**config.mk**
```make
export PLATFORM = sky130hd
export DESIGN_NAME = load_store_unit
export DESIGN_NICKNAME = d
export VERILOG_FILES = /design/src/rtl/lsu_pkg.sv /design/src/rtl/lsu_lane_align.sv /design/src/rtl/load_store_unit.sv
export SDC_FILE = /design/constraint.sdc
export NUM_CORES = 1
export LEC_CHECK = 0
export ABC_AREA = 1
export CAP_MARGIN = 10
export CELL_PAD_IN_SITES_DETAIL_PLACEMENT = 0
export CELL_PAD_IN_SITES_GLOBAL_PLACEMENT = 1
export CORE_UTILIZATION = 29
export CTS_CLUSTER_DIAMETER = 100
export CTS_CLUSTER_SIZE = 12
export DETAILED_ROUTE_END_ITERATION = 10
export GPL_TIMING_DRIVEN = 0
export MAX_ROUTING_LAYER = met4
export PLACE_DENSITY = 0.87
export REMOVE_ABC_BUFFERS = 1
export SETUP_SLACK_MARGIN = 0.4
export SLEW_MARGIN = 30
export SYNTH_ARGS = -nofsm -noshare
export SYNTH_HDL_FRONTEND = slang
export SYNTH_SLANG_ARGS = --single-unit
export TNS_END_PERCENT = 20
```
**constraint.sdc**
```tcl
create_clock -name clk -period 1.8 [get_ports clk]
set_input_delay 0.36 -clock clk [delete_from_list [all_inputs] [get_ports clk]]
set_output_delay 0.36 -clock clk [all_outputs]
set_load 0.01 [all_outputs]
```
**src/rtl/lsu_pkg.sv**
```systemverilog
// Shared encodings for the load/store unit: access sizes, FSM states, lane geometry.
package lsu_pkg;

   localparam logic [1:0] SIZE_BYTE = 2'b00;
   localparam logic [1:0] SIZE_HALF = 2'b01;
   localparam logic [1:0] SIZE_WORD = 2'b10;
   localparam logic [1:0] SIZE_ILL  = 2'b11;

   localparam int LANE_W  = 8;
   localparam int N_LANES = 4;

   typedef enum logic [1:0] {
      ST_IDLE   = 2'b00,
      ST_ACCESS = 2'b01,
      ST_RESP   = 2'b10
   } lsu_state_e;

endpackage

```
**src/rtl/lsu_lane_align.sv**
```systemverilog
// Combinational lane logic: byte enables, store-data replication, alignment check,
// and load-data extraction with zero/sign extension.
module lsu_lane_align
   import lsu_pkg::*;
(
   input  logic [1:0]              size,
   input  logic                    sext,
   input  logic [1:0]              addr_lo,
   input  logic [31:0]             wdata,
   input  logic [31:0]             rdata,
   output logic [N_LANES-1:0]      wren,
   output logic [31:0]             wdata_rep,
   output logic                    err,
   output logic [31:0]             rdata_ext
);

   logic [LANE_W-1:0] byte_sel;
   logic [15:0]       half_sel;

   always_comb begin
      byte_sel  = rdata[{addr_lo, 3'b000} +: LANE_W];
      half_sel  = addr_lo[1] ? rdata[31:16] : rdata[15:0];
      wren      = '0;
      wdata_rep = wdata;
      err       = 1'b0;
      rdata_ext = '0;
      case (size)
         SIZE_BYTE: begin
            wren      = 4'b0001 << addr_lo;
            wdata_rep = {4{wdata[7:0]}};
            rdata_ext = {{24{sext & byte_sel[7]}}, byte_sel};
         end
         SIZE_HALF: begin
            err       = addr_lo[0];
            wren      = 4'b0011 << addr_lo;
            wdata_rep = {2{wdata[15:0]}};
            rdata_ext = {{16{sext & half_sel[15]}}, half_sel};
         end
         SIZE_WORD: begin
            err       = (addr_lo != 2'b00);
            wren      = 4'b1111;
            rdata_ext = rdata;
         end
         default: err = 1'b1;
      endcase
      // A flagged access must never touch memory or return data.
      if (err) begin
         wren      = '0;
         rdata_ext = '0;
      end
   end

endmodule

```
**src/rtl/load_store_unit.sv**
```systemverilog
// Load/store unit top: request latch, IDLE/ACCESS/RESP sequencing and response register.
//
// state     | meaning
// ST_IDLE   | req_ready high, waiting for req_valid
// ST_ACCESS | single memory cycle: store lanes enabled or load word captured
// ST_RESP   | resp_valid high, held until resp_ready
module load_store_unit
   import lsu_pkg::*;
(
   input  logic        clk,
   input  logic        rst,
   input  logic        req_valid,
   output logic        req_ready,
   input  logic        req_we,
   input  logic [1:0]  req_size,
   input  logic        req_sext,
   input  logic [31:0] req_addr,
   input  logic [31:0] req_wdata,
   output logic        resp_valid,
   input  logic        resp_ready,
   output logic [31:0] resp_rdata,
   output logic        resp_err,
   output logic [31:0] mem_addr,
   output logic [31:0] mem_wdata,
   output logic [3:0]  mem_wren,
   input  logic [31:0] mem_rdata
);

   lsu_state_e  state_q, state_d;
   logic        we_q, we_d;
   logic [1:0]  size_q, size_d;
   logic        sext_q, sext_d;
   logic [31:0] addr_q, addr_d;
   logic [31:0] wdata_q, wdata_d;
   logic [31:0] resp_rdata_q, resp_rdata_d;
   logic        resp_err_q, resp_err_d;
   logic        resp_valid_q, resp_valid_d;
   logic        req_ready_q, req_ready_d;

   logic [3:0]  al_wren;
   logic [31:0] al_wdata;
   logic        al_err;
   logic [31:0] al_rdata;

   lsu_lane_align u_align (
      .size      (size_q),
      .sext      (sext_q),
      .addr_lo   (addr_q[1:0]),
      .wdata     (wdata_q),
      .rdata     (mem_rdata),
      .wren      (al_wren),
      .wdata_rep (al_wdata),
      .err       (al_err),
      .rdata_ext (al_rdata)
   );

   always_comb begin
      state_d      = state_q;
      we_d         = we_q;
      size_d       = size_q;
      sext_d       = sext_q;
      addr_d       = addr_q;
      wdata_d      = wdata_q;
      resp_rdata_d = resp_rdata_q;
      resp_err_d   = resp_err_q;
      case (state_q)
         ST_IDLE: begin
            if (req_valid) begin
               we_d    = req_we;
               size_d  = req_size;
               sext_d  = req_sext;
               addr_d  = req_addr;
               wdata_d = req_wdata;
               state_d = ST_ACCESS;
            end
         end
         ST_ACCESS: begin
            resp_err_d   = al_err;
            resp_rdata_d = (we_q || al_err) ? 32'h0 : al_rdata;
            state_d      = ST_RESP;
         end
         ST_RESP: begin
            if (resp_ready) state_d = ST_IDLE;
         end
         default: state_d = ST_IDLE;
      endcase
      req_ready_d  = (state_d == ST_IDLE);
      resp_valid_d = (state_d == ST_RESP);
   end

   always_ff @(posedge clk) begin
      if (rst) begin
         state_q      <= ST_IDLE;
         we_q         <= 1'b0;
         size_q       <= SIZE_BYTE;
         sext_q       <= 1'b0;
         addr_q       <= '0;
         wdata_q      <= '0;
         resp_rdata_q <= '0;
         resp_err_q   <= 1'b0;
         resp_valid_q <= 1'b0;
         req_ready_q  <= 1'b1;
      end else begin
         state_q      <= state_d;
         we_q         <= we_d;
         size_q       <= size_d;
         sext_q       <= sext_d;
         addr_q       <= addr_d;
         wdata_q      <= wdata_d;
         resp_rdata_q <= resp_rdata_d;
         resp_err_q   <= resp_err_d;
         resp_valid_q <= resp_valid_d;
         req_ready_q  <= req_ready_d;
      end
   end

   // Write enables are gated by rst directly so a reset in ACCESS drops the store.
   assign mem_wren   = (state_q == ST_ACCESS && we_q && !rst) ? al_wren : 4'b0000;
   assign mem_addr   = {addr_q[31:2], 2'b00};
   assign mem_wdata  = al_wdata;
   assign req_ready  = req_ready_q;
   assign resp_valid = resp_valid_q;
   assign resp_rdata = resp_rdata_q;
   assign resp_err   = resp_err_q;

endmodule
```
Word-level counts from Yosys, hierarchy flattened
Index checks and enable logic that the tools add are counted.
{"block": "op_classes", "eq_ne": 5, "shifts": 3, "mux": 12, "bitwise_logic": 2, "n_reduce_logical": 9}
{"op": "$pmux W32 S3", "count": 1}
{"op": "$mux W32", "count": 2}
{"op": "$pmux W32 S2", "count": 1}
{"op": "$shiftx A32 B6 Y8", "count": 1}
{"op": "$mux W16", "count": 1}
{"op": "$pmux W4 S3", "count": 1}
{"op": "$mux W4", "count": 2}
{"op": "$eq A2 B2 Y1 const B", "count": 3}
{"op": "$logic_not A2 Y1", "count": 3}
{"op": "$pmux W2 S3", "count": 1}
{"op": "$eq A2 B1 Y1 const B", "count": 2}
{"op": "$mux W2", "count": 2}
{"op": "$shl A1 B2 Y4 const A", "count": 1}
{"op": "$shl A2 B2 Y4 const A", "count": 1}
{"op": "$pmux W1 S3", "count": 1}
{"op": "$and A1 B1 Y1", "count": 2}
{"op": "$logic_and A1 B1 Y1", "count": 2}
{"op": "$reduce_and A2 Y1", "count": 1}
{"op": "$reduce_bool A2 Y1", "count": 1}
{"op": "$logic_not A1 Y1", "count": 1}
{"op": "$logic_or A1 B1 Y1", "count": 1}
{"block": "word_totals", "reg_bits": 105, "in_bits": 104, "out_inout_bits": 103}

Logic depth before layout (Yosys ltp)
Gate-level depths: netlist (run 1).
{"block": "logic_depth", "depth_word": 5, "ltp_mapped": 11}

Modules after synthesis
Synthesis (run 1) repeated with hierarchy kept, for this count alone.
{"block": "unflattened", "cells_unflattened": 1006, "hier_area_um2": 6188.4}
{"module": "load_store_unit", "n_inst": 1, "cells_per_inst": 715, "area_each_um2": 4837.1, "seq_area_each_um2": 2102.0}
{"module": "lsu_lane_align", "n_inst": 1, "cells_per_inst": 291, "area_each_um2": 1351.3, "seq_area_each_um2": 0.0}

Worst setup path before layout (run 1)
Ideal clock, no wire load.
{"block": "synth_timing", "path_kind": "reg-to-output", "startpoint": "reg size_q[1]", "endpoint": "out mem_wdata[24]", "arrival_time_ps": 1166, "slack_ps": 274, "path_stages_with_launch": 6, "n_path_buf": 2, "path_cell_list": "dfxtp_1 -> buf_6 -> nor2_1 -> buf_2 -> inv_1 -> o211ai_1"}
{"block": "synth_via", "elab_chain_len": 2}
{"element": "from (decl)", "line_no": "load_store_unit.sv:31", "text": "logic [1:0] size_q, size_d;"}
{"element": "from (signal assigned)", "line_no": "load_store_unit.sv:106", "text": "size_q <= size_d;"}
{"element": "$eq A2 B1 Y1 / $logic_not A2 Y1 (equally long branches)", "line_no": "lsu_lane_align.sv:27", "text": "case (size)"}
{"element": "$pmux W32 S2 *", "line_no": "lsu_lane_align.sv:27"}
{"element": "to (decl)", "line_no": "load_store_unit.sv:24", "text": "output logic [31:0] mem_wdata,"}
Mark *: on every way between the ends. The rest lies on a longest branch, timed or not.

Final worst setup path (run 1)
{"block": "layout_timing", "startpoint": "reg size_q[1]", "endpoint": "out mem_wdata[25]"}
The elaborated chain is that of the path after synthesis.

==> summary.txt, run 1 <==
Outcome
  • Status: complete, but fails checks
  • Failing checks: negative setup slack

Placed design
  • Placed Cells: 1098
  • Placer Congestion: 0.8318
  • Port Buffers: 204
  • Detail Placement HPWL: 10180 um

STA
  • WHS: 0.4399 ns
  • Slew margin rel.: 58.15%
  • Fmax: 506.8 MHz
  • Slew @ Worst Pin: 0.6277 ns
  • RSZ-0062 raised after global routing: true
  • Setup ws final: -0.1730 ns
  • Setup Skew: 0.007445 ns
  • Final Slew Violations: 0
  • Tcrit/Tclk final: 109.6%
  • Final hold vios: 0
  • Final Setup Violations: 26
  • Crit path time final: 1.973 ns

Floorplan
  • CORE AREA: 16760 sq um
  • Die height: 133.7 um
  • Initial Utilization: 30.02%
  • IO Count: 207
  • Rows: 47
  • Die area: 17880 sq um
  • Die Width: 133.7 um

Clock tree
  • Total CTS buffers: 9
  • Sink Count: 105
  • Clock buffer depth: 2
  • Root buffer cell: clkbuf_16
  • Clk Latency, worst-skew pair: 0.35 ns
  • Htree depth: 3
  • CTS tree: done
  • Worst-path clk slew: 0.08 ns

Layout
  • Diode count: 0
  • Share of layout cells above drive strength 1: 22.65%
  • Final std cells w/o fill: 1156
  • Nets: 1035
  • Area delta synth->final: 61.68%

GRT
  • First-pass GRT wire length: 26600 um
  • Initial antenna violation count: 0
  • Largest net degree at the start of global routing: 71
  • GR Overflow Total: 0
  • GRT Total Usage: 19.93%
  • Number of global-route vias before repair: 4976

Worst setup path
  • CP arrival: 1.61 ns
  • CP peak stage delay: 0.41 ns
  • CP Data Required Time: 1.44 ns
  • Family with the most delay on the worst path: buffers and inverters
  • Worst r2r dst: resp_rdata[3]
  • Critical Path Sink Type: output pin
  • Worst reg-to-reg path cell count: 12
  • Worst Setup Start Kind: flop
  • CP endpoint: mem_wdata[25]
  • Path length in cells of the critical path: 8
  • Flop2flop setup slack: -0.07 ns
  • Critical Path Start: size_q[1]
  • Worst-path fanout max: 8
  • Crit Path Category: flop to output pin
  • Worst path cell trace: inv_12 -> nand2_8 -> clkinvlp_4 -> buf_12 -> buf_16 -> nand2_4 -> o211ai_1 -> buf_2
  • Buffers and inverters on the worst path: 5
  • Worst R2R Start: size_q[1]
  • Crit-path slowest cell: dfxtp_4

Synthesis
  • Area fraction in compound gates after synthesis: 15.64%
  • Yosys Warn Count: 0
  • Ranking of synthesized cells by area: dfxtp_1, nand2_1, nor2_1, o21ai_0, buf_4
  • Cells after Synth: 757
  • Sequential fraction of the synthesis area: 41.78%
  • Cell variety after synth: 26
  • Multiplexer share of the synthesized area: 0%
  • Netlist Area Pre-Place: 5031 sq um
  • Post-synthesis register bit count: 105
  • Post-Synth Adder-Cell Area: 0%
  • XOR/XNOR Fraction of Synth Area: 0%
  • Combinational family with the most area after synthesis: simple AND/OR/NAND/NOR gates
  • Post-synth top area share: 41.78%
  • Avg Inst Size Synth: 6.646 sq um
  • Simple-Gate Fraction of Synth Area: 28.55%
  • Post-synth top area cell: dfxtp_1

Min path
  • Hold path depth: 2
  • Worst hold path class: input port to flop

Routing
  • DRT Pass-1 Iters: 5
  • Via density: 4.648
  • Routed Antenna Nets: 0
  • Via count: 5373
  • Residual DRC: 0
  • 1st-iter DRT viols: 227
  • Final WL: 17620 um
  • Avg WL per Cell: 15.24 um

Pwr
  • Cell Pwr Density: 814.4 nW/um^2
  • Sw frac: 32.24%
  • Psw: 2.136 mW
  • Register share of total power: 40.3%
  • Part of the power in the clock network: 31.1%
  • Maximum vdd ir drop: 453.0 uV
  • Pint: 4.489 mW
  • LEAKAGE: 3.670 nW
  • Logic gate share of total power: 28.5%

Job
  • Max-cap violations: 0
area by class of cell:
type                            count  area (sq um)
Tap cell                          220         275.3
Multi-Input combinational cell    526          2895
Clock inverter                      7         78.83
Timing Repair Buffer              243          2293
Fill cell                        1704          8626
Sequential cell                   105          2131
Inverter                           46         235.2
Clock buffer                        9         225.2
cell usage after synthesis:
cell      instances
nand3_1           7
buf_6             4
buf_4            44
nor2_2            1
nor2_1          125
nor2_4            2
a21oi_2           1
nand2_1         227
inv_2             4
nor3_1            1
nand4_1           1
inv_1            42
nand2_2           2
buf_1             1
a22oi_1           1
a211oi_1          1
nor4_1            1
nand3_2           1
o21ai_0          84
dfxtp_1         105
conb_1            1
nand2_4           1
buf_2            12
o211ai_1          9
clkbuf_1         24
a21oi_1          55
metal layers:
layer	share of wire (%)	GRT usage [%]	wire, um
met5	0	-	0
met4	1.0	6.503	184
met3	7.6	4.186	1343
met2	47	30.97	8306
met1	44	25.64	7788
worst min path at each step:
stage | start | to | slack (ns)
finish | rst | resp_rdata[2] | 0.44
global route | rst | resp_rdata[2] | 0.45
CTS | rst | resp_rdata[31] | 0.43
detailed placement | resp_rdata[13] | resp_rdata[13] | 0.46
global placement | resp_rdata[5] | resp_rdata[5] | 0.45
floorplan | rst | resp_rdata[0] | 0.43
power by group through the flow:
stage	sequential, mW	clock [mW]	combinational, mW
after CTS	2.62	2.13	1.64
after global routing	2.69	2.20	2.06
after detailed placement	2.68	0	1.49
final	2.67	2.06	1.89
after floorplan	2.71	0	0.622
after global placement	2.67	0	1.48
state kept, by name (all words and copies together) (netlist names):
signal	flops
addr_q	32
req_ready	1
resp_err	1
resp_rdata	32
resp_valid	1
sext_q	1
size_q	2
state_q	2
wdata_q	32
we_q	1
stage by stage:
step	utilization, %	setup TNS [ns]	instance area, sq um	worst slack [ns]	total power, mW
final	48.53	-3.135	8134	-0.1730	6.624
after global routing	48.53	-5.163	8134	-0.2479	6.954
after CTS	44.68	-2.861	7488	-0.1639	6.389
after detailed placement	40.96	-74.42	6865	-1.784	4.169
after global placement	40.71	-243.56	6823	-2.499	4.153
after floorplan	-	-39.50	4506	-0.6264	3.330
layout by cell type (no fill, tap or decap), types with 2 or more instances in the layout:
cell type and instances:
o21ai_2 8, nand2_4 9, clkdlybuf4s15_1 3, conb_1 2, nand2_2 9, a21oi_4 2
inv_2 3, nand2_8 5, nand3_2 2, buf_4 23, buf_12 6, o21ai_1 5
nor2_2 6, buf_6 12, dfxtp_2 8, a21oi_2 7, a21oi_1 47, clkdlybuf4s50_1 101
dlygate4sd2_1 68, nor2_1 77, clkbuf_16 9, buf_2 23, nand3_4 2, o211ai_1 9
nand3_1 5, buf_16 2, dfxtp_1 92, nor2_4 47, clkinv_4 2, clkinvlp_4 5
buf_8 2, inv_1 34, inv_4 3, nand2_1 208, o21ai_0 70, dfxtp_4 5
kinds of logic (layout without fill, tap and decap cells):
logic type             after synthesis  after routing
buffers and inverters              131            305
other                                1              2
AO/OA/AOI/OAI                      151            151
AND/OR/NAND/NOR                    369            373
flip-flops                         105            105
what timing repair did:
action,CTS,global route
pin swaps,10,122
setup endpoints to repair,205,136
buffers inserted,27,10
hold buffers,0,0
hold endpoints to repair,0,0
resized for setup,276,154
cloned,5,0
(Power assumes the default switching activity.)
==> inputs of run 2 (changes only) <==
- CORE_UTILIZATION: 29 -> 43
- DONT_BUFFER_PORTS: not set -> 1
- MAX_ROUTING_LAYER: met4 -> not set
==> run 2 against run 1 <==
The flow still finishes with violations (negative setup slack). Die area fell by 32%. Fmax is 7.7% higher. Core utilization is 4.5 points higher. First-iteration DRC count rose by 3.5%. Critical path depth down 2. Worst hold slack got worse by 0.38 ns. Non-clock buffer count down 209. Critical endpoint is now mem_wdata[29]. Sequential power increased by 1%. Largest cell class unchanged. Combinational power decreased by 34%. Register-to-register slack improved by 0.21 ns.
==> summary.txt, run 2 (synthesis gave the netlist of run 1 again) <==
Clock tree
  • Total CTS buffers: 9
  • Worst-path clk slew: 0.07 ns
  • Htree depth: 3
  • Sink Count: 105
  • Clock buffer depth: 2
  • Clk Latency, worst-skew pair: 0.35 ns
  • Hold Buf Count CTS: 0
  • Root buffer cell: clkbuf_16
  • CTS tree: done

Min path
  • Worst hold path class: input port to flop
  • Worst Hold Launch: rst
  • Hold path depth: 1
  • Worst Hold End: resp_rdata[11]

Floorplan
  • Initial Utilization: 44.06%
  • Die Width: 110.2 um
  • Rows: 39
  • IO Count: 207
  • Die height: 110.2 um
  • CORE AREA: 11420 sq um
  • Die area: 12140 sq um

Worst setup path
  • CP arrival: 1.47 ns
  • CP Data Required Time: 1.44 ns
  • Worst reg-to-reg path cell count: 11
  • Crit Path Category: flop to output pin
  • Critical Path Sink Type: output pin
  • Worst r2r dst: resp_rdata[30]
  • Worst-path fanout max: 16
  • Crit-path slowest cell: dfxtp_4
  • Worst Setup Start Kind: flop
  • CP peak stage delay: 0.39 ns
  • Worst R2R Start: size_q[0]
  • Flop2flop setup slack: 0.14 ns
  • Worst path cell trace: inv_8 -> nand2_8 -> clkinvlp_4 -> buf_12 -> nand2_2 -> o211ai_1

Pwr
  • Power after layout: 5.971 mW
  • Part of the power in the clock network: 33.8%
  • Cell Pwr Density: 985.2 nW/um^2
  • Psw: 1.927 mW
  • Register share of total power: 45.3%
  • Logic gate share of total power: 20.9%
  • Sw frac: 32.27%
  • LEAKAGE: 2.524 nW
  • Maximum vdd ir drop: 613.4 uV
  • Pint: 4.044 mW

Layout
  • Util after Layout: 53.08%
  • Fillers: 1123
  • Final std cells w/o fill: 870
  • Diode count: 0
  • Highest-count cells in the layout ignoring fill and taps: nand2_1, nor2_1, dfxtp_1
  • Final Cell Area: 6061 sq um
  • Share of layout cells above drive strength 1: 24.62%
  • Most common cell after layout, fill and taps aside: nand2_1
  • Nets: 826
  • Area delta synth->final: 20.47%

Routing
  • DRT Pass-1 Iters: 4
  • Final WL: 15140 um
  • Routed Antenna Nets: 0
  • Avg WL per Cell: 17.41 um
  • 1st-iter DRT viols: 235
  • Via density: 5.356
  • Residual DRC: 0
  • Via count: 4660

STA
  • Slew margin rel.: 62.83%
  • Crit path time final: 1.832 ns
  • RSZ-0062 raised after global routing: true
  • Final Setup Violations: 8
  • Setup Skew: 0.005530 ns
  • Tcrit/Tclk final: 101.8%
  • Setup ws final: -0.03220 ns
  • Final hold vios: 0
  • Setup_tns: -0.1724 ns
  • WHS: 0.05978 ns
  • Fmax: 545.8 MHz
  • Final Slew Violations: 0
  • Slew @ Worst Pin: 0.5567 ns

GRT
  • GRT Total Usage: 23.67%
  • First-pass GRT wire length: 21500 um
  • GR Overflow Total: 0
  • Initial antenna violation count: 1
  • Number of global-route vias before repair: 4373
  • Largest net degree at the start of global routing: 56

Placed design
  • Detail Placement HPWL: 8927 um
  • Port Buffers: 0
  • Placer Congestion: 0.8429
  • Placed Area: 4735 sq um
  • Dpl ws: -1.626 ns
  • Placed Cells: 818

Outcome
  • Status: complete, but fails checks
  • Failing checks: negative setup slack

Job
  • Max-cap violations: 0
==> run 2: cell count changes in the layout (fill, tap and decap cells not counted), sizes merged, moves of 4 or more <==
cell and delta:
clkdlybuf4s50 -101, dlygate4sd2 -68, clkdlybuf4s15 -4, buf -35
==> run 2: power by group through the flow <==
stage          clock network, mW  registers, mW  logic (mW)
2_1_floorplan                  0           2.71       0.622
3_3_place_gp                   0           2.75       0.775
3_5_place_dp                   0           2.76       0.812
4_1_cts                     2.06           2.71        1.09
5_1_grt                     2.15           2.73        1.38
6_report                    2.02           2.71        1.25
==> run 2: what timing repair did <==
| item | in CTS | in global routing |
|---|---|---|
| endpoints found under the setup margin | 121 | 105 |
| resized for setup | 95 | 132 |
| setup buffers | 25 | 6 |
| gates cloned | 4 | 1 |
| pin swaps | 13 | 92 |
==> run 2: worst max path at each step <==
stage | from | endpoint | slack, ns | depth (start not counted)
3_3_place_gp | state_q[0] | wdata_q[28] | -1.64 | 5
6_report | size_q[1] | mem_wdata[29] | -0.03 | 6
3_5_place_dp | size_q[1] | mem_wren[2] | -1.63 | 4
4_1_cts | size_q[0] | mem_wdata[28] | -0.03 | 5
5_1_grt | size_q[1] | mem_wdata[24] | -0.1 | 6
2_1_floorplan | state_q[0] | addr_q[10] | -0.63 | 5
==> run 2: worst max-delay path: cells and delay by family, from the launching register on <==
kind / cells / cell delay, ns
DFF: 1 / 0.39
buffers and inverters: 3 / 0.37
AOI/OAI and AO/OA: 1 / 0.18
and+or+nand+nor: 2 / 0.17
==> run 2: final cells by class <==
type | instances | area (sq um) | area share, %
Multi-Input combinational cell | 526 | 2834 | 46.76
Sequential cell | 105 | 2126 | 35.07
Timing Repair Buffer | 34 | 385.4 | 6.358
Inverter | 46 | 232.7 | 3.840
Clock buffer | 9 | 225.2 | 3.716
Tap cell | 143 | 178.9 | 2.952
Clock inverter | 7 | 78.83 | 1.301
==> run 2: routing by layer <==
| layer | global-route usage (%) | vias up | wire length, um | part of all wire [%] |
|---|---|---|---|---|
| li1 | - | 2273 | - | - |
| met1 | 24.05 | 2148 | 5557 | 37 |
| met2 | 42.41 | 207 | 7419 | 49 |
| met3 | 9.583 | 30 | 1735 | 11 |
| met4 | 10.71 | 2 | 416 | 2.7 |
| met5 | 0 | - | 13 | 0.086 |
